[src/rtl/reduction_round_ctrl_if.sv]
// Purpose : bundles the start/host-read/bank-control signals of reduction_round_ctrl.
// Latency : n/a (signal bundle only).
// Backpressure: none; the host read port is granted only while the sequencer is idle.
// Ports (master = sequencer side):
//   in : start, ext_rd_en, ext_rd_addr
//   out: ext_rd_gnt, busy, init_done, round_done, done, round_counter,
//        src_sel, res_sel, load_sel, rd_en, rd_addr, wr_en_A, wr_en_B, wr_addr
interface reduction_round_ctrl_if #(
    parameter int NUM_POWER = 5,
    parameter int RND_W     = 3
);
    logic                 start;
    logic                 ext_rd_en;
    logic [NUM_POWER-1:0] ext_rd_addr;
    logic                 ext_rd_gnt;
    logic                 busy;
    logic                 init_done;
    logic                 round_done;
    logic                 done;
    logic [RND_W-1:0]     round_counter;
    logic                 src_sel;
    logic                 res_sel;
    logic                 load_sel;
    logic                 rd_en;
    logic [NUM_POWER-1:0] rd_addr;
    logic                 wr_en_A;
    logic                 wr_en_B;
    logic [NUM_POWER-1:0] wr_addr;

    modport master (
        input  start, ext_rd_en, ext_rd_addr,
        output ext_rd_gnt, busy, init_done, round_done, done, round_counter,
               src_sel, res_sel, load_sel, rd_en, rd_addr, wr_en_A, wr_en_B, wr_addr
    );

    modport slave (
        output start, ext_rd_en, ext_rd_addr,
        input  ext_rd_gnt, busy, init_done, round_done, done, round_counter,
               src_sel, res_sel, load_sel, rd_en, rd_addr, wr_en_A, wr_en_B, wr_addr
    );
endinterface

[src/rtl/reduction_round_ctrl.sv]
// Purpose : sequencer for the additive-FFT reduction datapath: INIT load into bank A, then
//           ROUNDS read/compute/write passes ping-ponging between banks A and B.
// Latency : start-to-done = DEPTH+1 + ROUNDS*(DEPTH+PIPE_LAT+1) cycles.
// Backpressure: none; start is ignored while busy, host reads are granted only in IDLE.
// Ports: clk, rst (sync, active-high) plus bus (reduction_round_ctrl_if.master).
module reduction_round_ctrl #(
    parameter int NUM_POWER = 5,
    parameter int ROUNDS    = 4,
    parameter int PIPE_LAT  = 2,
    parameter int RND_W     = 3
) (
    input  logic                   clk,
    input  logic                   rst,
    reduction_round_ctrl_if.master bus
);
    localparam int DEPTH = 2 ** NUM_POWER;
    // Cycles spent in ROUND: DEPTH read cycles followed by PIPE_LAT drain cycles.
    localparam int RLEN  = DEPTH + PIPE_LAT;
    localparam int CNT_W = $clog2(RLEN + 1);

    typedef enum logic [2:0] {S_IDLE, S_INIT, S_ROUND, S_SWAP, S_DONE} state_t;

    state_t               state_q;
    logic [CNT_W-1:0]     cnt_q;
    logic [CNT_W-1:0]     cnt_inc;
    logic                 busy_q;
    logic                 init_done_q;
    logic                 round_done_q;
    logic                 done_q;
    logic [RND_W-1:0]     rnd_q;
    logic                 src_q;
    logic                 res_q;
    logic                 load_q;
    logic                 rd_en_q;
    logic [NUM_POWER-1:0] rd_addr_q;
    // Write side is the read schedule delayed by the datapath latency.
    logic [PIPE_LAT-1:0]  wvld_q;
    logic [NUM_POWER-1:0] waddr_q [PIPE_LAT];

    logic                 idle;
    logic                 wr_vld;

    assign cnt_inc = cnt_q + CNT_W'(1);

    always_ff @(posedge clk) begin
        if (rst) begin
            state_q      <= S_IDLE;
            cnt_q        <= '0;
            busy_q       <= 1'b0;
            init_done_q  <= 1'b0;
            round_done_q <= 1'b0;
            done_q       <= 1'b0;
            rnd_q        <= '0;
            src_q        <= 1'b0;
            res_q        <= 1'b0;
            load_q       <= 1'b0;
            rd_en_q      <= 1'b0;
            rd_addr_q    <= '0;
            wvld_q       <= '0;
            for (int i = 0; i < PIPE_LAT; i++) begin
                waddr_q[i] <= '0;
            end
        end else begin
            wvld_q[0]  <= rd_en_q;
            waddr_q[0] <= rd_addr_q;
            for (int i = 1; i < PIPE_LAT; i++) begin
                wvld_q[i]  <= wvld_q[i-1];
                waddr_q[i] <= waddr_q[i-1];
            end

            init_done_q  <= 1'b0;
            round_done_q <= 1'b0;
            done_q       <= 1'b0;

            case (state_q)
                S_IDLE: begin
                    if (bus.start) begin
                        state_q <= S_INIT;
                        cnt_q   <= '0;
                        busy_q  <= 1'b1;
                        load_q  <= 1'b1;
                    end
                end
                // cnt_q doubles as the INIT write address.
                S_INIT: begin
                    if (cnt_q == CNT_W'(DEPTH - 1)) begin
                        state_q     <= S_ROUND;
                        cnt_q       <= '0;
                        load_q      <= 1'b0;
                        init_done_q <= 1'b1;
                        rd_en_q     <= 1'b1;
                        rd_addr_q   <= '0;
                    end else begin
                        cnt_q <= cnt_inc;
                    end
                end
                S_ROUND: begin
                    if (cnt_q == CNT_W'(RLEN - 1)) begin
                        state_q      <= S_SWAP;
                        round_done_q <= 1'b1;
                    end else begin
                        cnt_q   <= cnt_inc;
                        rd_en_q <= (cnt_inc < CNT_W'(DEPTH));
                        if (cnt_inc < CNT_W'(DEPTH)) begin
                            rd_addr_q <= cnt_inc[NUM_POWER-1:0];
                        end
                    end
                end
                S_SWAP: begin
                    if (rnd_q != RND_W'(ROUNDS - 1)) begin
                        state_q   <= S_ROUND;
                        rnd_q     <= rnd_q + RND_W'(1);
                        src_q     <= ~src_q;
                        cnt_q     <= '0;
                        rd_en_q   <= 1'b1;
                        rd_addr_q <= '0;
                    end else begin
                        // The last round wrote into ~src, so that bank holds the result.
                        state_q <= S_DONE;
                        res_q   <= ~src_q;
                        done_q  <= 1'b1;
                    end
                end
                S_DONE: begin
                    state_q <= S_IDLE;
                    busy_q  <= 1'b0;
                    src_q   <= 1'b0;
                    rnd_q   <= '0;
                end
                default: state_q <= S_IDLE;
            endcase
        end
    end

    assign idle   = (state_q == S_IDLE);
    assign wr_vld = wvld_q[PIPE_LAT-1];

    // Host owns the read port only while idle.
    assign bus.ext_rd_gnt    = bus.ext_rd_en & idle;
    assign bus.rd_en         = idle ? bus.ext_rd_en   : rd_en_q;
    assign bus.rd_addr       = idle ? bus.ext_rd_addr : rd_addr_q;

    assign bus.busy          = busy_q;
    assign bus.init_done     = init_done_q;
    assign bus.round_done    = round_done_q;
    assign bus.done          = done_q;
    assign bus.round_counter = rnd_q;
    assign bus.src_sel       = src_q;
    assign bus.res_sel       = res_q;
    assign bus.load_sel      = load_q;

    // INIT and round writes never overlap, so the A/B enables stay exclusive.
    assign bus.wr_en_A       = load_q | (wr_vld & src_q);
    assign bus.wr_en_B       = wr_vld & ~src_q;
    assign bus.wr_addr       = load_q ? cnt_q[NUM_POWER-1:0] : waddr_q[PIPE_LAT-1];
endmodule
[src/flat_wrapper.sv]
// flat-port wrapper written by rule: the top's interface ports become plain ports
module reduction_round_ctrl_flat 
#(
    parameter int NUM_POWER = 5,
    parameter int ROUNDS    = 4,
    parameter int PIPE_LAT  = 2,
    parameter int RND_W     = 3
)
  (clk, rst, bus_start, bus_ext_rd_en, bus_ext_rd_addr, bus_ext_rd_gnt, bus_busy, bus_init_done, bus_round_done, bus_done, bus_round_counter, bus_src_sel, bus_res_sel, bus_load_sel, bus_rd_en, bus_rd_addr, bus_wr_en_A, bus_wr_en_B, bus_wr_addr);
  reduction_round_ctrl_if #(.NUM_POWER(NUM_POWER), .RND_W(RND_W)) bus_i ();
  input  logic clk;
  input  logic rst;
  input wire logic [$bits(bus_i.start)-1:0] bus_start;
  input wire logic [$bits(bus_i.ext_rd_en)-1:0] bus_ext_rd_en;
  input wire logic [$bits(bus_i.ext_rd_addr)-1:0] bus_ext_rd_addr;
  output wire logic [$bits(bus_i.ext_rd_gnt)-1:0] bus_ext_rd_gnt;
  output wire logic [$bits(bus_i.busy)-1:0] bus_busy;
  output wire logic [$bits(bus_i.init_done)-1:0] bus_init_done;
  output wire logic [$bits(bus_i.round_done)-1:0] bus_round_done;
  output wire logic [$bits(bus_i.done)-1:0] bus_done;
  output wire logic [$bits(bus_i.round_counter)-1:0] bus_round_counter;
  output wire logic [$bits(bus_i.src_sel)-1:0] bus_src_sel;
  output wire logic [$bits(bus_i.res_sel)-1:0] bus_res_sel;
  output wire logic [$bits(bus_i.load_sel)-1:0] bus_load_sel;
  output wire logic [$bits(bus_i.rd_en)-1:0] bus_rd_en;
  output wire logic [$bits(bus_i.rd_addr)-1:0] bus_rd_addr;
  output wire logic [$bits(bus_i.wr_en_A)-1:0] bus_wr_en_A;
  output wire logic [$bits(bus_i.wr_en_B)-1:0] bus_wr_en_B;
  output wire logic [$bits(bus_i.wr_addr)-1:0] bus_wr_addr;
  assign bus_i.start = bus_start;
  assign bus_i.ext_rd_en = bus_ext_rd_en;
  assign bus_i.ext_rd_addr = bus_ext_rd_addr;
  assign bus_ext_rd_gnt = bus_i.ext_rd_gnt;
  assign bus_busy = bus_i.busy;
  assign bus_init_done = bus_i.init_done;
  assign bus_round_done = bus_i.round_done;
  assign bus_done = bus_i.done;
  assign bus_round_counter = bus_i.round_counter;
  assign bus_src_sel = bus_i.src_sel;
  assign bus_res_sel = bus_i.res_sel;
  assign bus_load_sel = bus_i.load_sel;
  assign bus_rd_en = bus_i.rd_en;
  assign bus_rd_addr = bus_i.rd_addr;
  assign bus_wr_en_A = bus_i.wr_en_A;
  assign bus_wr_en_B = bus_i.wr_en_B;
  assign bus_wr_addr = bus_i.wr_addr;
  reduction_round_ctrl #(.NUM_POWER(NUM_POWER), .ROUNDS(ROUNDS), .PIPE_LAT(PIPE_LAT), .RND_W(RND_W)) u_core (.clk(clk), .rst(rst), .bus(bus_i));
endmodule
[config.mk]
export PLATFORM = sky130hd
export DESIGN_NAME = reduction_round_ctrl_flat
export DESIGN_NICKNAME = d
export VERILOG_FILES = /design/src/rtl/reduction_round_ctrl_if.sv /design/src/rtl/reduction_round_ctrl.sv /design/src/flat_wrapper.sv
export SDC_FILE = /design/constraint.sdc
export NUM_CORES = 1
export LEC_CHECK = 0
export CORE_MARGIN = 3
export CORE_UTILIZATION = 50
export DETAILED_ROUTE_END_ITERATION = 16
export DONT_BUFFER_PORTS = 1
export GPL_ROUTABILITY_DRIVEN = 1
export GPL_TIMING_DRIVEN = 0
export HOLD_SLACK_MARGIN = 0.15
export PLACE_DENSITY_LB_ADDON = 0.12
export SLEW_MARGIN = 20
export SYNTH_ARGS = -nofsm -noshare
export SYNTH_HDL_FRONTEND = slang
export SYNTH_SLANG_ARGS = --single-unit
[constraint.sdc]
create_clock -name clk -period 1.9 [get_ports clk]
set_input_delay 0.095 -clock clk [delete_from_list [all_inputs] [get_ports clk]]
set_output_delay 0.095 -clock clk [all_outputs]
set_load 0.02 [all_outputs]
==> metrics.csv <==
stage,metric,value,unit
layout,final_cells,235,
drt,drtIter0Drc,93,
drt,first_pass_iters,4,
drt,via_per_inst,5.56,
sta,period_share,1.00,
grt,antenna_found_initial,0,
worst_setup_path,crit_path_max_fanout,5,
drt,wire_per_inst,15.4,um
layout,antenna_cells,0,
clocking,htree_levels,2,
layout,synthToLayoutAreaGrowth,16.3,%
grt,grt_util_met3,0.0659,
clocking,clk_pin_slew,0.11,ns
synth,synth_fp_nets,190,
power_and_ir_drop,swShare,0.242,
power_and_ir_drop,pwr-share-comb,0.105,
power_and_ir_drop,power.leakage,0.741,nW
layout,fin_util,0.630,
worst_setup_path,r2r_start,u_core.bus.round_counter[0],
floorplanning,fp.dieH,64.7,um
floorplanning,core,0.00318,mm2
synth,yosys.cell_types.count,45,
clocking,cts_made_buffers,5,
sta,worst_slack,-0.00351,ns
sta,finalHoldViolCount,0,
layout,nNetsFinal,203,
grt,grt_pass1_vias,1257,
drt,vias,1307,
drt,drc,0,
placement,hpwl,2480,um
min_path,whs_endpoint,u_core.cnt_q[3],
outcome,outcome,finished with violations,
grt,met1_usage,0.218,
worst_setup_path,path_class,flip-flop to flip-flop,
worst_setup_path,r2r-end,u_core.rd_addr_q[4],
floorplanning,dieArea,0.00418,mm2
power_and_ir_drop,p_sw,373,uW
worst_setup_path,critPathArrivalTime,2.15,ns
clocking,cts_tree,yes,
worst_setup_path,cp.required,2.15,ns
synth,syn_area,0.00172,mm2
worst_setup_path,crit_path_start_kind,flip-flop,
power_and_ir_drop,p_seq_frac,0.518,
run,maxCapViolations,0,
grt,grt_pass1_wl,5870,um
grt,grt-busiest-layer,met2,
power_and_ir_drop,total_power,1.54,mW
drt,wirelength,3620,um
synth,ys_seq_elements,37,
outcome,violations,negative setup slack,
placement,routabilityCongestion,0.802,
synth,yosys_warnings,0,
placement,io_buffers,0,
sta,rsz0062_at_grt,yes,
sta,skew,0.00317,ns
clocking,cts.sinks,37,
clocking,insertion_delay,0.34,ns
floorplanning,fp.dieW,64.7,um
floorplanning,start_util,0.541,
worst_setup_path,reg2reg_slack,-0.004,ns
worst_setup_path,critPathLaunch,u_core.bus.round_counter[0],
synth,syn_inst,177,
layout,drive_gt1_frac,0.293,
sta,fin_crit,1.90,ns
placement,place_ws,-0.162,ns
power_and_ir_drop,pwr-share-clk,0.377,
placement,dp_cells,221,
power_and_ir_drop,ir_worst_vdd,0.518,mV
synth,yosysSeqAreaShare,0.431,
floorplanning,io_pins,33,
grt,grtUsageTotal,0.183,
sta,drv_slew,0,
grt,grt_use_met2,0.304,
clocking,cts_buffer_depth,2,
power_and_ir_drop,power.density,769,mW/mm2
synth,synth_area_per_cell,9.72,um2
synth,synth-edff-count,0,
sta,slew_headroom,0.651,
clocking,root_buffer,clkbuf_4,
synth,synth_async_sr_flop_share,0,
min_path,holdCritStartpoint,bus_start,
floorplanning,num_rows,20,
sta,setup_viol,3,
grt,grt_max_degree,13,
drt,ant_nets,0,
min_path,hold_path_class,primary input to flip-flop,
worst_setup_path,crit_path_end_kind,flip-flop,
worst_setup_path,rr_worst_depth,7,
min_path,whs_path_depth,5,
sta,clock.fmax,0.525,GHz
synth,ys.flop_type,dfxtp_1,
grt,grt-ovfl-total,0,
sta,tightest_slew,0.523,ns
power_and_ir_drop,internal-power,1.17,mW
==> cells by family (layout without fill, tap and decap cells) <==
family                     Yosys count  in the layout  share of synthesized area
AOI/OAI and AO/OA                   27             27                      0.108
xor gates and xnor gates             5              5                     0.0255
adders and majority gates            4              4                     0.0291
buffers and inverters               14             28                     0.0400
DFF                                 37             37                      0.431
muxes                               18             18                      0.127
and+or+nand+nor                     72             72                      0.239
==> cell usage in the layout (no fill, tap or decap), types with 2 or more instances in the layout <==
cell type	instances
a211oi_1	3
a2bb2oi_2	2
xor2_1	2
nor2_1	23
dfxtp_1	30
buf_6	2
nor2b_1	10
nor3_1	9
dlygate4sd3_1	2
mux2_4	5
and2b_2	4
a21o_1	3
or3_1	2
nand2b_1	5
a21oi_1	7
clkbuf_1	6
inv_1	3
mux2_2	11
buf_4	4
xnor2_1	3
dfxtp_4	2
dfxtp_2	5
nand2_1	5
ha_1	2
clkbuf_4	5
nand3b_1	2
nand3_1	3
mux2i_1	2
==> registers in the layout, indices dropped and copies added (netlist names) <==
register                  flops
u_core.state_q                3
u_core.bus.load_sel           1
u_core.bus.round_counter      3
u_core.rd_en_q                1
u_core.cnt_q                  6
u_core.bus.round_done         1
u_core.bus.src_sel            1
u_core.rd_addr_q              5
u_core.bus.res_sel            1
u_core.bus.busy               1
u_core.wvld_q                 2
u_core.bus.done               1
u_core.waddr_q               10
u_core.bus.init_done          1
==> through the flow <==
stage	cell area, um2	setup TNS [ns]	hold WS (ns)
floorplan	1720	0	0.245
global placement	1780	-0.763	0.258
detailed placement	1780	-0.852	0.257
CTS	1940	0	0.301
global route	2000	-0.797	0.378
finish	2000	-0.00463	0.346
==> timing repair <==
action                     CTS  global route
hold endpoints to repair    11             0
setup endpoints to repair   18            17
buffers inserted             3             1
gates resized for setup     10            11
pin swaps                    3             1
hold buffers                 2             0
==> cell usage after synthesis, types with 2 or more instances <==
library cell  count  area [um2]
nor2b_1          10        62.6
a211oi_1          3        22.5
xnor2_1           3        26.3
inv_1             4        15.0
a21o_1            3        22.5
nand2b_1          5        31.3
nor2_1           23        86.3
mux2i_1           2        20.0
buf_4             2        15.0
and2b_2           4        35.0
nor3_1            9        45.0
a21oi_1           8        40.0
mux2_2           11         124
nand2_1           5        18.8
mux2_4            5        75.1
nand3_1           3        15.0
clkbuf_1          6        22.5
ha_1              4        50.1
dfxtp_1          37         741
nand3b_1          2        15.0
xor2_1            2        17.5
a2bb2oi_1         2        17.5
or3_1             2        12.5
==> per-layer routing <==
layer  share of wire  vias to the layer above  routed length (um)
met5               0                        -                   0
met3           0.060                        7                 217
li1                -                      637                   -
met1            0.44                      623                1580
met4           0.018                        0                  66
met2            0.49                       40                1760
==> area by class of cell <==
type	instances	area (um2)
Buffer	10	53.8
Clock buffer	6	51.3
Clock inverter	2	37.5
Tap cell	44	55.1
Timing Repair Buffer	6	66.3
Sequential cell	37	754
Inverter	4	15.0
Fill cell	297	1180
Multi-Input combinational cell	126	967
==> how the worst max path moves through the flow <==
stage                                to
global route        u_core.rd_addr_q[2]
global placement    u_core.rd_addr_q[1]
floorplan           u_core.rd_addr_q[0]
detailed placement  u_core.rd_addr_q[4]
finish              u_core.rd_addr_q[4]
CTS                 u_core.rd_addr_q[4]
==> power groups by stage <==
stage,registers [mW],clock network [mW],logic (mW)
finish,0.797,0.580,0.161
global route,0.799,0.620,0.172
CTS,0.798,0.590,0.145
detailed placement,0.816,0,0.126
global placement,0.816,0,0.127
floorplan,0.813,0,0.107
==> worst max-delay path, cell delays in order (launching register included) <==
cell,delay (ns)
dfxtp_2,0.39
ha_1,0.21
ha_1,0.26
nand3b_1,0.18
o31a_1,0.12
a21oi_2,0.22
nand2_4,0.12
mux2_4,0.31
Power figures use the tool's default switching activity.
